File: src/rtl/ifetch_unit.sv
// Instruction fetch unit: holds the PC, issues level-held reads to instruction
// memory, registers the returned word and flags a sticky timeout on a silent memory.
module ifetch_unit (
    input  logic        Clk,
    input  logic        Reset,
    input  logic        PC_LdEn,
    input  logic        PC_sel,
    input  logic [15:0] PC_Immed,
    output logic        IMEM_req,
    output logic [31:0] IMEM_addr,
    input  logic        IMEM_ack,
    input  logic [31:0] IMEM_rdata,
    output logic [31:0] Instr,
    output logic        Instr_valid,
    output logic [31:0] PC,
    output logic        Fetch_err
);

    localparam int unsigned XLEN   = 32;
    localparam int unsigned IMM_W  = 16;
    localparam int unsigned WORD_W = XLEN - 2;
    localparam int unsigned CNT_W  = 4;

    localparam logic [CNT_W-1:0] CNT_MAX = '1;
    localparam logic [XLEN-1:0]  NOP     = '0;

    typedef enum logic [1:0] {
        S_FETCH = 2'd0,
        S_READY = 2'd1,
        S_ERROR = 2'd2
    } state_t;

    state_t              state_q, state_d;
    logic [WORD_W-1:0]   pc_word_q, pc_word_d;
    logic [XLEN-1:0]     instr_q, instr_d;
    logic                valid_q, valid_d;
    logic                err_q, err_d;
    logic [CNT_W-1:0]    cnt_q, cnt_d;

    logic [WORD_W-1:0]   imm_words;
    logic [WORD_W-1:0]   pc_word_next;

    // PC is kept as a word index so its two low bits are zero by construction.
    assign imm_words    = {{(WORD_W-IMM_W){PC_Immed[IMM_W-1]}}, PC_Immed};
    assign pc_word_next = PC_sel ? (pc_word_q + WORD_W'(1) + imm_words)
                                 : (pc_word_q + WORD_W'(1));

    // State and datapath registers.
    always_ff @(posedge Clk or negedge Reset) begin
        if (!Reset) begin
            state_q   <= S_FETCH;
            pc_word_q <= '0;
            instr_q   <= NOP;
            valid_q   <= 1'b0;
            err_q     <= 1'b0;
            cnt_q     <= '0;
        end else begin
            state_q   <= state_d;
            pc_word_q <= pc_word_d;
            instr_q   <= instr_d;
            valid_q   <= valid_d;
            err_q     <= err_d;
            cnt_q     <= cnt_d;
        end
    end

    // Next-state and next-datapath logic.
    always_comb begin
        state_d   = state_q;
        pc_word_d = pc_word_q;
        instr_d   = instr_q;
        valid_d   = valid_q;
        err_d     = err_q;
        cnt_d     = cnt_q;
        unique case (state_q)
            S_FETCH: begin
                if (IMEM_ack) begin
                    instr_d = IMEM_rdata;
                    valid_d = 1'b1;
                    state_d = S_READY;
                end else if (cnt_q == CNT_MAX) begin
                    valid_d = 1'b0;
                    err_d   = 1'b1;
                    state_d = S_ERROR;
                end else begin
                    cnt_d = cnt_q + CNT_W'(1);
                end
            end
            S_READY: begin
                if (PC_LdEn) begin
                    pc_word_d = pc_word_next;
                    valid_d   = 1'b0;
                    cnt_d     = '0;
                    state_d   = S_FETCH;
                end
            end
            S_ERROR: begin
                valid_d = 1'b0;
                err_d   = 1'b1;
            end
            default: begin
                state_d = S_FETCH;
            end
        endcase
    end

    // Request is gated by reset so an in-flight fetch drops the instant reset asserts.
    assign IMEM_req    = Reset && (state_q == S_FETCH);
    assign PC          = {pc_word_q, 2'b00};
    assign IMEM_addr   = {pc_word_q, 2'b00};
    assign Instr       = instr_q;
    assign Instr_valid = valid_q;
    assign Fetch_err   = err_q;

endmodule

File: config.mk
export PLATFORM = sky130hd
export DESIGN_NAME = ifetch_unit
export DESIGN_NICKNAME = d
export VERILOG_FILES = /design/src/rtl/ifetch_unit.sv
export SDC_FILE = /design/constraint.sdc
export NUM_CORES = 1
export LEC_CHECK = 0
export ABC_AREA = 1
export CAP_MARGIN = 25
export CORE_AREA = 3 3 122 124
export CTS_CLUSTER_SIZE = 25
export DETAILED_ROUTE_END_ITERATION = 8
export DIE_AREA = 0 0 125 127
export GPL_TIMING_DRIVEN = 0
export MAX_ROUTING_LAYER = met4
export PLACE_DENSITY = 0.81
export SETUP_SLACK_MARGIN = 0.3
export SYNTH_ARGS = -nofsm -noshare
export SYNTH_HDL_FRONTEND = slang
export SYNTH_SLANG_ARGS = --single-unit
File: constraint.sdc
create_clock -name Clk -period 2.6 [get_ports Clk]
set_clock_uncertainty 0.15 [all_clocks]
set_input_delay 0.39 -clock Clk [delete_from_list [all_inputs] [get_ports Clk]]
set_output_delay 0.39 -clock Clk [all_outputs]
set_load 0.01 [all_outputs]
* After elaboration in Yosys (flattened, before gate mapping)
Index checks and enable logic that the tools add are counted.
** Word-level totals
- Register bits :: 70
- Output and inout bits :: 99
- Logic and storage cells :: 45
** Cells by class
- Add/subtract/negate cells :: 3
- Equal/unequal tests :: 8
- Muxes and demuxes :: 16
- Bitwise logic cells :: 1
- Reductions and logical operators :: 11
** Operators with widths (count)
- $add 30x1->30 const B :: 1
- $add 30x30->30 :: 1
- $mux 30 :: 1
- $mux 4 :: 3
- $reduce_and 3->1 :: 3
- $ne 2x2->1 const B :: 4
- $pmux 4 s2 :: 1
- $mux 2 :: 3
- $pmux 2 s3 :: 1
- $mux 1 :: 5
- $add 4x1->4 const B :: 1
- $eq 4x4->1 const B :: 1
- $reduce_and 2->1 :: 2
- $reduce_and 4->1 :: 1
- $reduce_bool 2->1 :: 2
- $ne 3x3->1 const B :: 1
- $pmux 1 s3 :: 1
- $reduce_bool 3->1 :: 1
- $eq 2x1->1 const B :: 1
- $eq 2x2->1 const B :: 1
- $logic_not 2->1 :: 1
- $pmux 1 s2 :: 1
- $logic_and 1x1->1 :: 1
- $not 1->1 :: 1

* Longest topological paths before layout
- Depth after elaboration :: 4
- Depth in mapped cells :: 25

* Worst setup path before layout
No wires, ideal clock.
- Kind :: reg2reg
- From :: register pc_word_q[1]
- To :: register pc_word_q[26]
- Library setup time :: 0.116 ns
- Data arrival time :: 2.584 ns
- Required time :: 2.334 ns
- Setup slack :: -0.250 ns
- Stages on the path, launching flop included :: 20
- Cell sequence :: dfrtp_1 -> ha_1 -> nand2_1 -> clkinv_2 -> nand2_4 -> nor2_4 -> nand2_2 -> nor2_4 -> xor2_1 -> inv_1 -> ha_1 -> nand2_1 -> nor2_1 -> inv_1 -> o21ai_0 -> a21oi_1 -> nand3_1 -> nand3_1 -> nand2_1 -> nand2_1
** Between the ends
- Word-level cells in the longest chain between the ends :: 3
** RTL lines
- from (decl) :: line 34 : logic [WORD_W-1:0] pc_word_q, pc_word_d;
- from (signal assigned) :: line 59 : pc_word_q <= pc_word_d;
- $add 30x1->30 * :: line 45, 46
- $add 30x30->30 :: line 45 : assign pc_word_next = PC_sel ? (pc_word_q + WORD_W'(1) + imm_words)
- $mux 30 * :: line 45
Every way passes the cells marked *; elsewhere a longest branch is shown, timed or not.
A chain may end at the register's enable or synchronous reset.

* Worst setup path in the final report
- From :: register pc_word_q[5]
- To :: register pc_word_q[12]
Same word-level chain as after synthesis.

==> impl_results.html <==
<table>
<tr><th>Metric</th><th>Value</th></tr>
<tr><th colspan="2">Routing</th></tr>
<tr><td>Via count normalized by instance count</td><td>~5.7</td></tr>
<tr><td>Vias</td><td>between 7000 and 8000</td></tr>
<tr><td>Number of antenna-violating nets in the routed design</td><td>0</td></tr>
<tr><td>Violation count after the first detailed-routing iteration</td><td>944</td></tr>
<tr><td>TritonRoute pass-1 iters</td><td>7</td></tr>
<tr><td>WL per Instance</td><td>19.5 um</td></tr>
<tr><td>Routed wire length</td><td>between 20000 and 30000 um</td></tr>
<tr><td>DRC violation count after routing</td><td>0</td></tr>
<tr><th colspan="2">Clocking</th></tr>
<tr><td>Clock slew at reported path FFs</td><td>roughly 60 ps</td></tr>
<tr><td>H-Tree Level Count</td><td>3</td></tr>
<tr><td>Root Buffer</td><td>sky130_fd_sc_hd__clkbuf_16</td></tr>
<tr><td>Clock tree sinks</td><td>70</td></tr>
<tr><td>Clock buffers created by TritonCTS</td><td>9</td></tr>
<tr><td>Max clock buf depth</td><td>2</td></tr>
<tr><td>Clk Latency, worst-skew pair</td><td>roughly 340 ps</td></tr>
<tr><td>Clock tree from TritonCTS</td><td>built</td></tr>
<tr><th colspan="2">Placed design</th></tr>
<tr><td>Number of placed instances with taps included</td><td>between 1000 and 1500</td></tr>
<tr><td>RePlAce Congestion</td><td>about 0.91</td></tr>
<tr><td>Estimated wirelength of the detail-placed design</td><td>15600 um</td></tr>
<tr><td>Count of input and output buffers</td><td>~150</td></tr>
<tr><td>Place WS</td><td>-763 ps</td></tr>
<tr><th colspan="2">Synth</th></tr>
<tr><td>Seq/Total Area, Yosys</td><td>between 20 and 30%</td></tr>
<tr><td>Yosys top cell area share</td><td>27.8%</td></tr>
<tr><td>Post-synthesis share of cell area spent on xor and xnor gates</td><td>4.72%</td></tr>
<tr><td>Cell area after synthesis</td><td>0.00631 mm2</td></tr>
<tr><td>Cell types with the largest area share after synthesis</td><td>sky130_fd_sc_hd__dfrtp_1 (28%), sky130_fd_sc_hd__nand2_1 (16%), sky130_fd_sc_hd__ha_1 (8.3%)</td></tr>
<tr><td>Distinct cells, synth</td><td>between 40 and 50</td></tr>
<tr><td>Synthesized instance count</td><td>between 900 and 1000</td></tr>
<tr><td>Synthesized area per cell</td><td>6.87 um2</td></tr>
<tr><td>Yosys synthesis warning count</td><td>0</td></tr>
<tr><td>Arithmetic-cell share of the synthesized area counting full adders, half adders and majority gates</td><td>roughly 8.6%</td></tr>
<tr><td>Post-synth EDFFs</td><td>0</td></tr>
<tr><td>Synth Area in Simple Gates</td><td>a little under a third</td></tr>
<tr><td>Main combinational cell family by area after synthesis</td><td>simple AND/OR/NAND/NOR gates</td></tr>
<tr><td>Multiplexer share of the synthesized area</td><td>under 10%</td></tr>
<tr><td>Synth area leader</td><td>sky130_fd_sc_hd__dfrtp_1</td></tr>
<tr><td>FFs w/ async S/R, synth</td><td>100%</td></tr>
<tr><td>Number of synthesized register bits</td><td>70</td></tr>
<tr><td>Synth Area in Compound Gates</td><td>a little under a tenth</td></tr>
<tr><td>Dominant synthesized flop cell</td><td>sky130_fd_sc_hd__dfrtp_1</td></tr>
<tr><th colspan="2">Global route</th></tr>
<tr><td>Pin count of the biggest net entering global routing</td><td>72</td></tr>
<tr><td>Vias in the first global route</td><td>between 6000 and 7000</td></tr>
<tr><td>Wire length of the first global-routing pass</td><td>between 30000 and 40000 um</td></tr>
<tr><td>Grt ovf</td><td>0</td></tr>
<tr><td>Global-route usage over all layers</td><td>roughly 29%</td></tr>
<tr><td>Number of antenna violations at the first check in global routing</td><td>0</td></tr>
<tr><th colspan="2">Timing</th></tr>
<tr><td>Max-slew headroom</td><td>between 40% and 50%</td></tr>
<tr><td>Slew at the pin closest to its max-slew limit</td><td>about 800 ps</td></tr>
<tr><td>Maximum achievable frequency</td><td>309 MHz</td></tr>
<tr><td>Worst-case setup margin in the final layout</td><td>-637 ps</td></tr>
<tr><td>Final worst path period share</td><td>124%</td></tr>
<tr><td>Worst hold-check slack</td><td>-94.0 ps</td></tr>
<tr><td>Final hold vios</td><td>70</td></tr>
<tr><td>Total negative slack for setup checks</td><td>-10670 ps</td></tr>
<tr><td>Count of pins over their slew limit</td><td>0</td></tr>
<tr><td>Time the worst path needs with I/O delays and setup</td><td>between 3000 and 4000 ps</td></tr>
<tr><td>Final setup violation count</td><td>25</td></tr>
<tr><td>RSZ-0062 raised after global routing</td><td>true</td></tr>
<tr><th colspan="2">Power</th></tr>
<tr><td>IR drop worst, VDD</td><td>slightly above 0.6 mV</td></tr>
<tr><td>Total power per unit cell area</td><td>1280 mW/mm2</td></tr>
<tr><td>Standby leakage power</td><td>about 4.9 nW</td></tr>
<tr><th colspan="2">Floorplanning</th></tr>
<tr><td>Standard-cell rows</td><td>43</td></tr>
<tr><td>Die outline width</td><td>125 um</td></tr>
<tr><td>Starting Density</td><td>a little under half</td></tr>
<tr><td>Core area</td><td>about 0.014 mm2</td></tr>
<tr><td>Die Height</td><td>about 130 um</td></tr>
<tr><td>Area of the die</td><td>0.0159 mm2</td></tr>
<tr><td>I/O pin count</td><td>roughly 150</td></tr>
<tr><th colspan="2">Min path</th></tr>
<tr><td>Worst min path class</td><td>input port to asynchronous set/reset pin</td></tr>
<tr><th colspan="2">Layout</th></tr>
<tr><td>Number of antenna diodes</td><td>0</td></tr>
<tr><td>Fillcell total</td><td>906</td></tr>
<tr><td>Area added between synthesis and finish</td><td>64.2%</td></tr>
<tr><td>Cell Count, Final, Fillers Out</td><td>1341</td></tr>
<tr><td>Leading cell types in the layout, fill and taps excluded</td><td>sky130_fd_sc_hd__nand2_1 (203), sky130_fd_sc_hd__clkdlybuf4s50_1 (145), sky130_fd_sc_hd__inv_1 (113), sky130_fd_sc_hd__buf_4 (98), sky130_fd_sc_hd__nand2_2 (56)</td></tr>
<tr><td>Post-layout nets</td><td>1252</td></tr>
<tr><td>Most common cell after layout, fill and taps aside</td><td>sky130_fd_sc_hd__nand2_1</td></tr>
<tr><td>Fraction of final layout cells with drive strength greater than 1</td><td>between 30% and 40%</td></tr>
<tr><th colspan="2">Worst setup path</th></tr>
<tr><td>Capturing element type of the critical path</td><td>register</td></tr>
<tr><td>Setup CP Type</td><td>register to register</td></tr>
<tr><td>Library cell appearing most often on the critical path</td><td>sky130_fd_sc_hd__nand2_1</td></tr>
<tr><td>Worst R2R Start</td><td>pc_word_q[5]</td></tr>
<tr><td>Top fanout value on the critical path</td><td>3</td></tr>
<tr><td>Category of the worst setup path launch point</td><td>register</td></tr>
<tr><td>Largest stage delay, worst path</td><td>roughly 460 ps</td></tr>
<tr><td>Crit path arrival time</td><td>approximately 3300 ps</td></tr>
<tr><td>R2R setup slack</td><td>-640 ps</td></tr>
<tr><td>Endpoint required time on the critical path</td><td>2640 ps</td></tr>
<tr><td>CP cell instances</td><td>nand2_2 -&gt; nor2_4 -&gt; nand2_1 -&gt; nor2_4 -&gt; xor2_2 -&gt; inv_2 -&gt; ha_1 -&gt; nand2_1 -&gt; nand2_1 -&gt; o21bai_2 -&gt; inv_1 -&gt; nand3_1 -&gt; xor2_1 -&gt; o21ai_1 -&gt; o21ai_0</td></tr>
<tr><td>Number of cell instances on the worst register-to-register path</td><td>15</td></tr>
<tr><td>R2r endpoint</td><td>pc_word_q[12]</td></tr>
<tr><td>Crit path max-delay cell type</td><td>sky130_fd_sc_hd__dfrtp_2</td></tr>
<tr><th colspan="2">Status</th></tr>
<tr><td>Violated checks</td><td>negative hold slack, negative setup slack</td></tr>
<tr><td>Outcome</td><td>finished, violations left</td></tr>
<tr><th colspan="2">Job</th></tr>
<tr><td>Maxcap violations</td><td>0</td></tr>
</table>
[worst max path at each step]
stage	from	to	slack [ps]	depth (start not counted)
2_1_floorplan	pc_word_q[1]	pc_word_q[27]	-8	22
3_3_place_gp	Reset	IMEM_req	-1950	4
3_5_place_dp	PC_Immed[15]	pc_word_q[27]	-760	14
4_1_cts	pc_word_q[0]	pc_word_q[27]	-390	21
5_1_grt	pc_word_q[5]	pc_word_q[28]	-690	17
6_report	pc_word_q[5]	pc_word_q[12]	-640	15
[registers in the layout, indices dropped and copies added, names as in the netlist]
name / count
pc_word_q: 30
Instr: 32
Instr_valid: 1
Fetch_err: 1
state_q: 2
cnt_q: 4
[cells by family after synthesis]
kind of cell               count (synthesis)
xor gates and xnor gates                  34
AOI/OAI and AO/OA                        106
other                                      1
DFF                                       70
adders and majority gates                 43
and+or+nand+nor                          450
buffers and inverters                    183
muxes                                     32
[where the power goes]
group	leakage (nW)	switching, W	internal, W	total [W]
logic	3.88	0.00511	0.00458	0.00969
registers	0.815	0.000616	0.00165	0.00227
clock network	0.152	0.000496	0.000839	0.00134
[per-stage QoR]
stage / power (W) / hold slack, ps / util (%) / instance area (um2)
finish: 0.0133 / -94.0 / 74.7 / 10400
floorplan: 0.00620 / -55.6 / - / 6480
global placement: 0.00866 / 318 / 58.9 / 8180
detailed placement: 0.00881 / 334 / 58.9 / 8170
global route: 0.0140 / -35.7 / 74.7 / 10400
CTS: 0.0115 / -67.8 / 68.5 / 9510
[metal layers]
metal,track usage (%),routed length (um),up-vias
met3,5.23,2510,175
met5,-,0,-
li1,-,-,3345
met2,46.9,12500,600
met4,12.4,1570,0
met1,34.7,9490,3484
[critical path, delay by kind of cell (launching register included)]
family,cells,cell delay [ps]
XOR/XNOR,2,450
buffers and inverters,2,180
AO/OA/AOI/OAI,3,580
adder cells (fa/ha/maj),1,340
AND/OR/NAND/NOR,7,920
flip-flops,1,460
[Yosys cell counts, drive strengths merged, types with 2 or more instances]
master / instances
o21ai: 35
o211ai: 2
a21oi: 51
nand4: 15
xnor2: 4
nand3: 59
clkbuf: 5
o22ai: 4
and2: 2
ha: 42
mux2: 32
o21bai: 6
dfrtp: 70
buf: 45
o31ai: 3
inv: 132
xor2: 30
nor3: 11
nor2: 82
nand2: 280
a21o: 3
[area by class of cell]
type / count / area [um2] / share of cell area (%)
sequential: 70 / 1780 / 17.2
tap: 180 / 225 / 2.17
inverter: 133 / 502 / 4.84
timing repair buffer: 223 / 2110 / 20.4
clock buffer: 10 / 229 / 2.21
multi-input combinational: 669 / 5090 / 49.1
buffer: 50 / 334 / 3.22
clock inverter: 6 / 86.3 / 0.833
[what timing repair did]
action                                 4_1_cts  5_1_grt
endpoints found under the hold margin       70       70
resized for setup                          150      139
setup buffers                               52       23
pin swaps                                   70       72
setup endpoints to repair                   26       29
Note: power is estimated with default switching activity, not from simulation.
